`config.mk`:
```
export PLATFORM = sky130hd
export DESIGN_NAME = plane_hypothesis_sequencer
export DESIGN_NICKNAME = d
export VERILOG_FILES = /design/src/rtl/plane_hypothesis_sequencer_pkg.sv /design/src/rtl/plane_hypothesis_sequencer_index_lfsr.sv /design/src/rtl/plane_hypothesis_sequencer.sv
export SDC_FILE = /design/constraint.sdc
export NUM_CORES = 1
export LEC_CHECK = 0
export BUFFER_PORTS_ARGS = -buffer_cell sky130_fd_sc_hd__buf_2
export CORE_AREA = 2 2 183 185
export CTS_CLUSTER_DIAMETER = 200
export DETAILED_ROUTE_END_ITERATION = 7
export DIE_AREA = 0 0 185 187
export GPL_TIMING_DRIVEN = 0
export PLACE_DENSITY_LB_ADDON = 0.2
export SYNTH_ARGS = -nofsm -noshare
export SYNTH_HDL_FRONTEND = slang
export SYNTH_SLANG_ARGS = --single-unit
```
`constraint.sdc`:
```
create_clock -name clock -period 3.4 [get_ports clock]
set_clock_uncertainty 0.15 [all_clocks]
set_input_delay 0.17 -clock clock [delete_from_list [all_inputs] [get_ports clock]]
set_output_delay 0.17 -clock clock [all_outputs]
set_load 0.05 [all_outputs]
```
`src/rtl/plane_hypothesis_sequencer_pkg.sv`:
```
// Shared types and helpers for the RANSAC plane-hypothesis sequencer.
package plane_hypothesis_sequencer_pkg;

  localparam int          DEF_IDX_W     = 10;
  localparam int          DEF_HYP_W     = 16;
  localparam logic [31:0] DEF_LFSR_POLY = 32'h8020_0003;

  typedef struct packed {
    logic signed [15:0] x;
    logic signed [15:0] y;
    logic signed [15:0] z;
  } point_t;

  typedef struct packed {
    logic signed [15:0] a;
    logic signed [15:0] b;
    logic signed [15:0] c;
    logic signed [15:0] d;
  } plane_t;

  typedef enum logic [2:0] {
    ST_IDLE  = 3'd0,
    ST_DRAW  = 3'd1,
    ST_READ  = 3'd2,
    ST_ISSUE = 3'd3,
    ST_WAIT  = 3'd4,
    ST_OUT   = 3'd5
  } state_t;

  // One Galois step: shift right, fold the taps in when the bit shifted out is 1.
  function automatic logic [31:0] lfsr32_next(input logic [31:0] state, input logic [31:0] poly);
    return {1'b0, state[31:1]} ^ (state[0] ? poly : 32'h0);
  endfunction

endpackage

```
`src/rtl/plane_hypothesis_sequencer_index_lfsr.sv`:
```
// 32-bit Galois LFSR supplying candidate point indices; a zero seed is forced to 1
// because the all-zero state is a lock-up state.
module index_lfsr
  import plane_hypothesis_sequencer_pkg::*;
#(
  parameter int          IDX_W = DEF_IDX_W,
  parameter logic [31:0] POLY  = DEF_LFSR_POLY
) (
  input  logic             clock,
  input  logic             reset,
  input  logic             load,
  input  logic             step,
  input  logic [31:0]      seed,
  output logic [IDX_W-1:0] cand
);

  logic [31:0] state_q;
  logic [31:0] state_d;
  logic [31:0] stepped;

  // Load has priority over step; the candidate is the low bits of the post-step value.
  always_comb begin
    stepped = lfsr32_next(state_q, POLY);
    state_d = state_q;
    if (load) begin
      state_d = (seed == 32'h0) ? 32'h1 : seed;
    end else if (step) begin
      state_d = stepped;
    end
    cand = stepped[IDX_W-1:0];
  end

  // LFSR state register.
  always_ff @(posedge clock or negedge reset) begin
    if (!reset) begin
      state_q <= 32'h1;
    end else begin
      state_q <= state_d;
    end
  end

endmodule

```
`src/rtl/plane_hypothesis_sequencer.sv`:
```
// Draws distinct random point triples, fetches them, runs find_plane on each and
// hands the resulting planes downstream tagged with their hypothesis number.
//
//  state    | meaning
//  ---------+-----------------------------------------------------------------
//  IDLE     | waiting for start; degenerate runs finish here with a done pulse
//  DRAW     | stepping the LFSR until three distinct in-range indices are held
//  READ     | three buffer reads, data latched one cycle behind each strobe
//  ISSUE    | fp_input_valid high until find_plane accepts the triple
//  WAIT     | waiting for a fresh fp_output_valid (low seen, then high)
//  OUT      | plane_valid high until the downstream accepts the plane
module plane_hypothesis_sequencer
  import plane_hypothesis_sequencer_pkg::*;
#(
  parameter int          IDX_W     = DEF_IDX_W,
  parameter int          HYP_W     = DEF_HYP_W,
  parameter logic [31:0] LFSR_POLY = DEF_LFSR_POLY
) (
  input  logic             clock,
  input  logic             reset,
  input  logic             start,
  input  logic [IDX_W:0]   num_points,
  input  logic [HYP_W-1:0] num_hypotheses,
  input  logic [31:0]      seed,
  output logic             busy,
  output logic             done,
  output logic             error,
  output logic             mem_rd_en,
  output logic [IDX_W-1:0] mem_addr,
  input  point_t           mem_rd_data,
  output point_t           fp_a,
  output point_t           fp_b,
  output point_t           fp_c,
  output logic             fp_input_valid,
  input  logic             fp_input_ready,
  input  logic             fp_output_valid,
  input  plane_t           fp_p,
  output logic             plane_valid,
  input  logic             plane_ready,
  output plane_t           plane,
  output logic [HYP_W-1:0] plane_index
);

  localparam logic [HYP_W-1:0] HYP_ONE   = HYP_W'(1);
  localparam logic [IDX_W:0]   MIN_POINTS = (IDX_W + 1)'(3);

  state_t           state_q, state_d;
  logic [IDX_W:0]   np_q, np_d;
  logic [HYP_W-1:0] nh_q, nh_d;
  logic [HYP_W-1:0] hyp_cnt_q, hyp_cnt_d;
  logic [1:0]       sel_cnt_q, sel_cnt_d;
  logic [IDX_W-1:0] idx0_q, idx0_d, idx1_q, idx1_d, idx2_q, idx2_d;
  logic [1:0]       rd_cnt_q, rd_cnt_d;
  point_t           fp_a_q, fp_a_d, fp_b_q, fp_b_d, fp_c_q, fp_c_d;
  logic             seen_low_q, seen_low_d;
  plane_t           plane_q, plane_d;
  logic [HYP_W-1:0] plane_index_q, plane_index_d;
  logic             done_q, done_d;
  logic             error_q, error_d;

  logic [IDX_W-1:0] cand;
  logic             start_go;
  logic             pts_short;
  logic             cand_ok;
  logic             capture;
  logic             last_hyp;

  index_lfsr #(
    .IDX_W (IDX_W),
    .POLY  (LFSR_POLY)
  ) u_index_lfsr (
    .clock (clock),
    .reset (reset),
    .load  (start_go),
    .step  (state_q == ST_DRAW),
    .seed  (seed),
    .cand  (cand)
  );

  // Decision terms shared by the next-state and datapath logic.
  always_comb begin
    start_go  = (state_q == ST_IDLE) && start;
    pts_short = num_points < MIN_POINTS;
    cand_ok   = ({1'b0, cand} < np_q)
             && !((sel_cnt_q != 2'd0) && (cand == idx0_q))
             && !((sel_cnt_q == 2'd2) && (cand == idx1_q));
    // The first 1 only counts once a 0 has been seen, so a stale level from the
    // previous hypothesis can never be captured as this one's result.
    capture   = (state_q == ST_WAIT) && seen_low_q && fp_output_valid;
    last_hyp  = (hyp_cnt_q + HYP_ONE) == nh_q;
  end

  // State register.
  always_ff @(posedge clock or negedge reset) begin
    if (!reset) begin
      state_q <= ST_IDLE;
    end else begin
      state_q <= state_d;
    end
  end

  // Next-state logic.
  always_comb begin
    state_d = state_q;
    case (state_q)
      ST_IDLE: begin
        if (start && !pts_short && (num_hypotheses != '0)) state_d = ST_DRAW;
      end
      ST_DRAW:  if (cand_ok && (sel_cnt_q == 2'd2)) state_d = ST_READ;
      ST_READ:  if (rd_cnt_q == 2'd3) state_d = ST_ISSUE;
      ST_ISSUE: if (fp_input_ready) state_d = ST_WAIT;
      ST_WAIT:  if (capture) state_d = ST_OUT;
      ST_OUT: begin
        if (plane_ready) state_d = last_hyp ? ST_IDLE : ST_DRAW;
      end
      default:  state_d = ST_IDLE;
    endcase
  end

  // Datapath next values: run parameters, triple, fetched points, captured plane.
  always_comb begin
    np_d          = np_q;
    nh_d          = nh_q;
    hyp_cnt_d     = hyp_cnt_q;
    sel_cnt_d     = sel_cnt_q;
    idx0_d        = idx0_q;
    idx1_d        = idx1_q;
    idx2_d        = idx2_q;
    rd_cnt_d      = rd_cnt_q;
    fp_a_d        = fp_a_q;
    fp_b_d        = fp_b_q;
    fp_c_d        = fp_c_q;
    seen_low_d    = seen_low_q;
    plane_d       = plane_q;
    plane_index_d = plane_index_q;
    done_d        = 1'b0;
    error_d       = error_q;
    case (state_q)
      ST_IDLE: begin
        if (start) begin
          np_d      = num_points;
          nh_d      = num_hypotheses;
          hyp_cnt_d = '0;
          sel_cnt_d = 2'd0;
          rd_cnt_d  = 2'd0;
          error_d   = pts_short;
          done_d    = pts_short || (num_hypotheses == '0);
        end
      end
      ST_DRAW: begin
        if (cand_ok) begin
          case (sel_cnt_q)
            2'd0:    idx0_d = cand;
            2'd1:    idx1_d = cand;
            default: idx2_d = cand;
          endcase
          sel_cnt_d = (sel_cnt_q == 2'd2) ? 2'd0 : sel_cnt_q + 2'd1;
        end
      end
      ST_READ: begin
        // Counter wraps 3 -> 0, leaving it ready for the next hypothesis.
        rd_cnt_d = rd_cnt_q + 2'd1;
        case (rd_cnt_q)
          2'd1:    fp_a_d = mem_rd_data;
          2'd2:    fp_b_d = mem_rd_data;
          2'd3:    fp_c_d = mem_rd_data;
          default: ;
        endcase
      end
      ST_ISSUE: begin
        if (fp_input_ready) seen_low_d = 1'b0;
      end
      ST_WAIT: begin
        if (!fp_output_valid) seen_low_d = 1'b1;
        if (capture) begin
          plane_d       = fp_p;
          plane_index_d = hyp_cnt_q;
        end
      end
      ST_OUT: begin
        if (plane_ready) begin
          hyp_cnt_d = hyp_cnt_q + HYP_ONE;
          done_d    = last_hyp;
        end
      end
      default: ;
    endcase
  end

  // Datapath registers.
  always_ff @(posedge clock or negedge reset) begin
    if (!reset) begin
      np_q          <= '0;
      nh_q          <= '0;
      hyp_cnt_q     <= '0;
      sel_cnt_q     <= 2'd0;
      idx0_q        <= '0;
      idx1_q        <= '0;
      idx2_q        <= '0;
      rd_cnt_q      <= 2'd0;
      fp_a_q        <= '0;
      fp_b_q        <= '0;
      fp_c_q        <= '0;
      seen_low_q    <= 1'b0;
      plane_q       <= '0;
      plane_index_q <= '0;
      done_q        <= 1'b0;
      error_q       <= 1'b0;
    end else begin
      np_q          <= np_d;
      nh_q          <= nh_d;
      hyp_cnt_q     <= hyp_cnt_d;
      sel_cnt_q     <= sel_cnt_d;
      idx0_q        <= idx0_d;
      idx1_q        <= idx1_d;
      idx2_q        <= idx2_d;
      rd_cnt_q      <= rd_cnt_d;
      fp_a_q        <= fp_a_d;
      fp_b_q        <= fp_b_d;
      fp_c_q        <= fp_c_d;
      seen_low_q    <= seen_low_d;
      plane_q       <= plane_d;
      plane_index_q <= plane_index_d;
      done_q        <= done_d;
      error_q       <= error_d;
    end
  end

  // Output decode from state and registered datapath.
  always_comb begin
    busy           = (state_q != ST_IDLE);
    mem_rd_en      = (state_q == ST_READ) && (rd_cnt_q != 2'd3);
    mem_addr       = '0;
    if (state_q == ST_READ) begin
      case (rd_cnt_q)
        2'd0:    mem_addr = idx0_q;
        2'd1:    mem_addr = idx1_q;
        2'd2:    mem_addr = idx2_q;
        default: mem_addr = '0;
      endcase
    end
    fp_input_valid = (state_q == ST_ISSUE);
    plane_valid    = (state_q == ST_OUT);
    done           = done_q;
    error          = error_q;
    fp_a           = fp_a_q;
    fp_b           = fp_b_q;
    fp_c           = fp_c_q;
    plane          = plane_q;
    plane_index    = plane_index_q;
  end

endmodule

```
==> impl_metrics.json <==
{
  "die_w_um": 185,
  "rsz0062_at_grt": "no",
  "gp_congestion": 0.840,
  "fmaxAchievable_ghz": 0.320,
  "synth-edff-count": 0,
  "viasPerCell": 5.10,
  "fin_cells": 2242,
  "grt_use_total_pct": 24.4,
  "first_pass_iters": 7,
  "crit_end": "idx0_q[7]$_DFFE_PN0P_",
  "postCtsSetupRepairBufs": 0,
  "synth_seq_area_share_pct": 58.5,
  "synth_top_family_by_area": "multiplexers",
  "power_uw": 21000,
  "fillers": 2685,
  "crit_path_end_kind": "flop",
  "cts_buffers": 37,
  "portBuffers": 416,
  "drc": 0,
  "maxCapViolations": 0,
  "cts-root-buf": "clkbuf_16",
  "synthTopCellsByCount": "dfrtp_1 (338), mux2_2 (242), nand2_1 (123)",
  "tightest_slew_ps": 739,
  "grt_max_degree": 116,
  "drt-total-wl_um": 42200,
  "placementRows": 67,
  "max-slew-margin-rel_pct": 50.8,
  "r2r-start": "u_index_lfsr.state_q[0]$_DFFE_PN1P_",
  "yosys-top-cells-area": "dfrtp_1 (58%), mux2_2 (19%), nand2_1 (3.2%), o21ai_0 (2.5%), mux2i_1 (2.1%)",
  "synth_most_common_cell": "dfrtp_1",
  "area_growth_pct": 39.1,
  "clk_pin_slew_ps": 60,
  "multi_input_area_sq_mm": 0.00568,
  "hold_class": "input pin to asynchronous set/reset pin",
  "start_util_pct": 44.2,
  "yosys_register_bits": 339,
  "r2r_cells": 10,
  "syn_area_sq_mm": 0.0145,
  "yosys_warnings": 0,
  "setup-violations-final": 0,
  "required_ps": 3640,
  "core_sq_mm": 0.0329,
  "vdd_drop_max_mv": 0.491,
  "fin_crit_sh_pct": 91.9,
  "clk_latency_ps": 520,
  "syn_inst": 1132,
  "dp_cells": 1999,
  "clock_path_buffers": 3,
  "finalHoldViolCount": 0,
  "drtIter0Drc": 496,
  "tritoncts": "yes",
  "drv_slew": 0,
  "dieHeight_um": 187,
  "status": "finished, final reports clean",
  "path_max_fanout": 10,
  "synth_mux_area_share_pct": 21.8,
  "dieArea_sq_mm": 0.0346,
  "power.leakage_uw": 0.00982,
  "syn_avg_cell_area_sq_um": 12.8,
  "vias": 11429,
  "path_class": "flop to flop",
  "seq_area_sq_mm": 0.00848,
  "ys_types": 54,
  "synth_top_area_share_pct": 58.3,
  "period_needed_ps": 3130,
  "routedWlPerCell_um": 18.8,
  "drive_gt1_share_pct": 42.4,
  "place_area_sq_mm": 0.0172,
  "synthXorXnorAreaFrac_pct": 2.84,
  "crit_start": "u_index_lfsr.state_q[0]$_DFFE_PN1P_",
  "reg2reg_slack_ps": 270,
  "antenna_found_initial": 5,
  "synth-compound-area-share_pct": 5.29,
  "cts.sinks": 339,
  "synthSimpleGateAreaFrac_pct": 7.94,
  "start_kind": "flop",
  "place_hpwl_um": 28900,
  "stdcell_area_sq_mm": 0.0202,
  "yosys.area.top_type": "dfrtp_1",
  "grt_pass1_vias": 11981,
  "grt_pass1_wl_um": 66600,
  "fin_util_pct": 61.4,
  "synth_nets": 1323,
  "io_pins": 417,
  "final_antenna_net_count": 0,
  "cp_data_arrival_time_ps": 3370,
  "async_flop_share_pct": 100,
  "synthAdderAreaFrac_pct": 1.21,
  "r2r-end": "idx0_q[7]$_DFFE_PN0P_",
  "grt_overflow": 0,
  "synth_flop_cell": "dfrtp_1",
  "fin_nets": 1958,
  "htreeDepth": 2,
  "power.density_mw_per_mm2": 1040
}
## worst min-delay path by stage
stage | start | end | slack [ps]
2_1_floorplan | reset | done$_DFF_PN0_ | -280
3_3_place_gp | num_hypotheses[7] | nh_q[7]$_DFFE_PN0P_ | 230
3_5_place_dp | reset | u_index_lfsr.state_q[23]$_DFFE_PN0P_ | -110
4_1_cts | reset | seen_low_q$_DFFE_PN0P_ | 60
5_1_grt | reset | u_index_lfsr.state_q[0]$_DFFE_PN1P_ | 60
6_report | reset | hyp_cnt_q[4]$_DFFE_PN0P_ | 80
## registers in the layout, summed over array words and instances, names as in the netlist, 2 cells and up
signal / cells
fp_b: 48
np_q: 11
rd_cnt_q: 2
nh_q: 16
fp_c: 48
u_index_lfsr.state_q: 32
idx0_q: 10
fp_a: 48
sel_cnt_q: 2
plane_index: 16
idx1_q: 10
idx2_q: 10
state_q: 3
hyp_cnt_q: 16
plane: 64
## per-layer routing
| metal | global-route usage (%) | share of wire, % |
|---|---|---|
| met1 | 29.0 | 39 |
| met2 | 42.8 | 50 |
| met3 | 5.12 | 6.7 |
| met4 | 9.58 | 4.1 |
| met5 | 0 | 0 |
## worst max-delay path: stages (launching register included)
cell and delay, ps:
dfstp_2 520, buf_6 150, xor2_2 310, ha_1 300, o31ai_1 220, nor4_1 80
nor3_2 350, nand3_2 170, nor3_2 210, buf_6 220, mux2_4 310
## cells in the final DEF, fill, tap and decap left out, types with 8 or more instances in the layout
cell type	synthesis	final
buf_2	22	437
dfrtp_1	338	338
mux2_2	242	242
dlygate4sd3_1	0	176
nand2_1	123	123
o21ai_0	72	72
clkbuf_1	33	42
clkbuf_16	0	37
nor2_1	35	35
mux2i_1	30	30
xnor2_1	29	29
nor4_1	19	19
inv_1	18	18
xor2_1	18	17
nand3_1	14	14
ha_1	14	14
a21oi_1	12	12
nand4_1	12	12
a222oi_1	10	10
clkbuf_8	0	10
mux2_4	9	9
nor3_1	9	9
and3_1	8	8
## logic make-up after synthesis
logic type,after synthesis
simple gates,246
compound gates,122
xor+xnor,47
mux,281
buf+inv,83
fa+ha+maj,14
flops,339
## power breakdown
part	internal, uW	total (uW)	leakage, uW	switching, uW
registers	5800	6790	0.00425	992
clock network	2210	3760	0.000559	1550
logic	3270	10500	0.00501	7180
## repair_timing
action,CTS,global route
hold buffers,177,0
resized for setup,0,1
setup endpoints to repair,0,19
endpoints found under the hold margin,515,0
## metrics by stage
step	setup TNS, ps	hold WS (ps)	worst slack [ps]
6_report	0	75.2	274
3_5_place_dp	0	-106	98.2
3_3_place_gp	-1542910	229	-4610
5_1_grt	0	61.2	67.6
4_1_cts	0	56.2	91.6
2_1_floorplan	0	-276	593
## area by class of cell
type	instances	area share, %
flip-flops and latches	339	42.1
multi-input cells	710	28.1
repair buffers	596	19.6
clock buffers	56	5.44
well taps	448	2.78
plain buffers	65	1.44
inverters	18	0.335
clock inverters	5	0.161
diodes	5	0.0620
(Power assumes the default switching activity.)
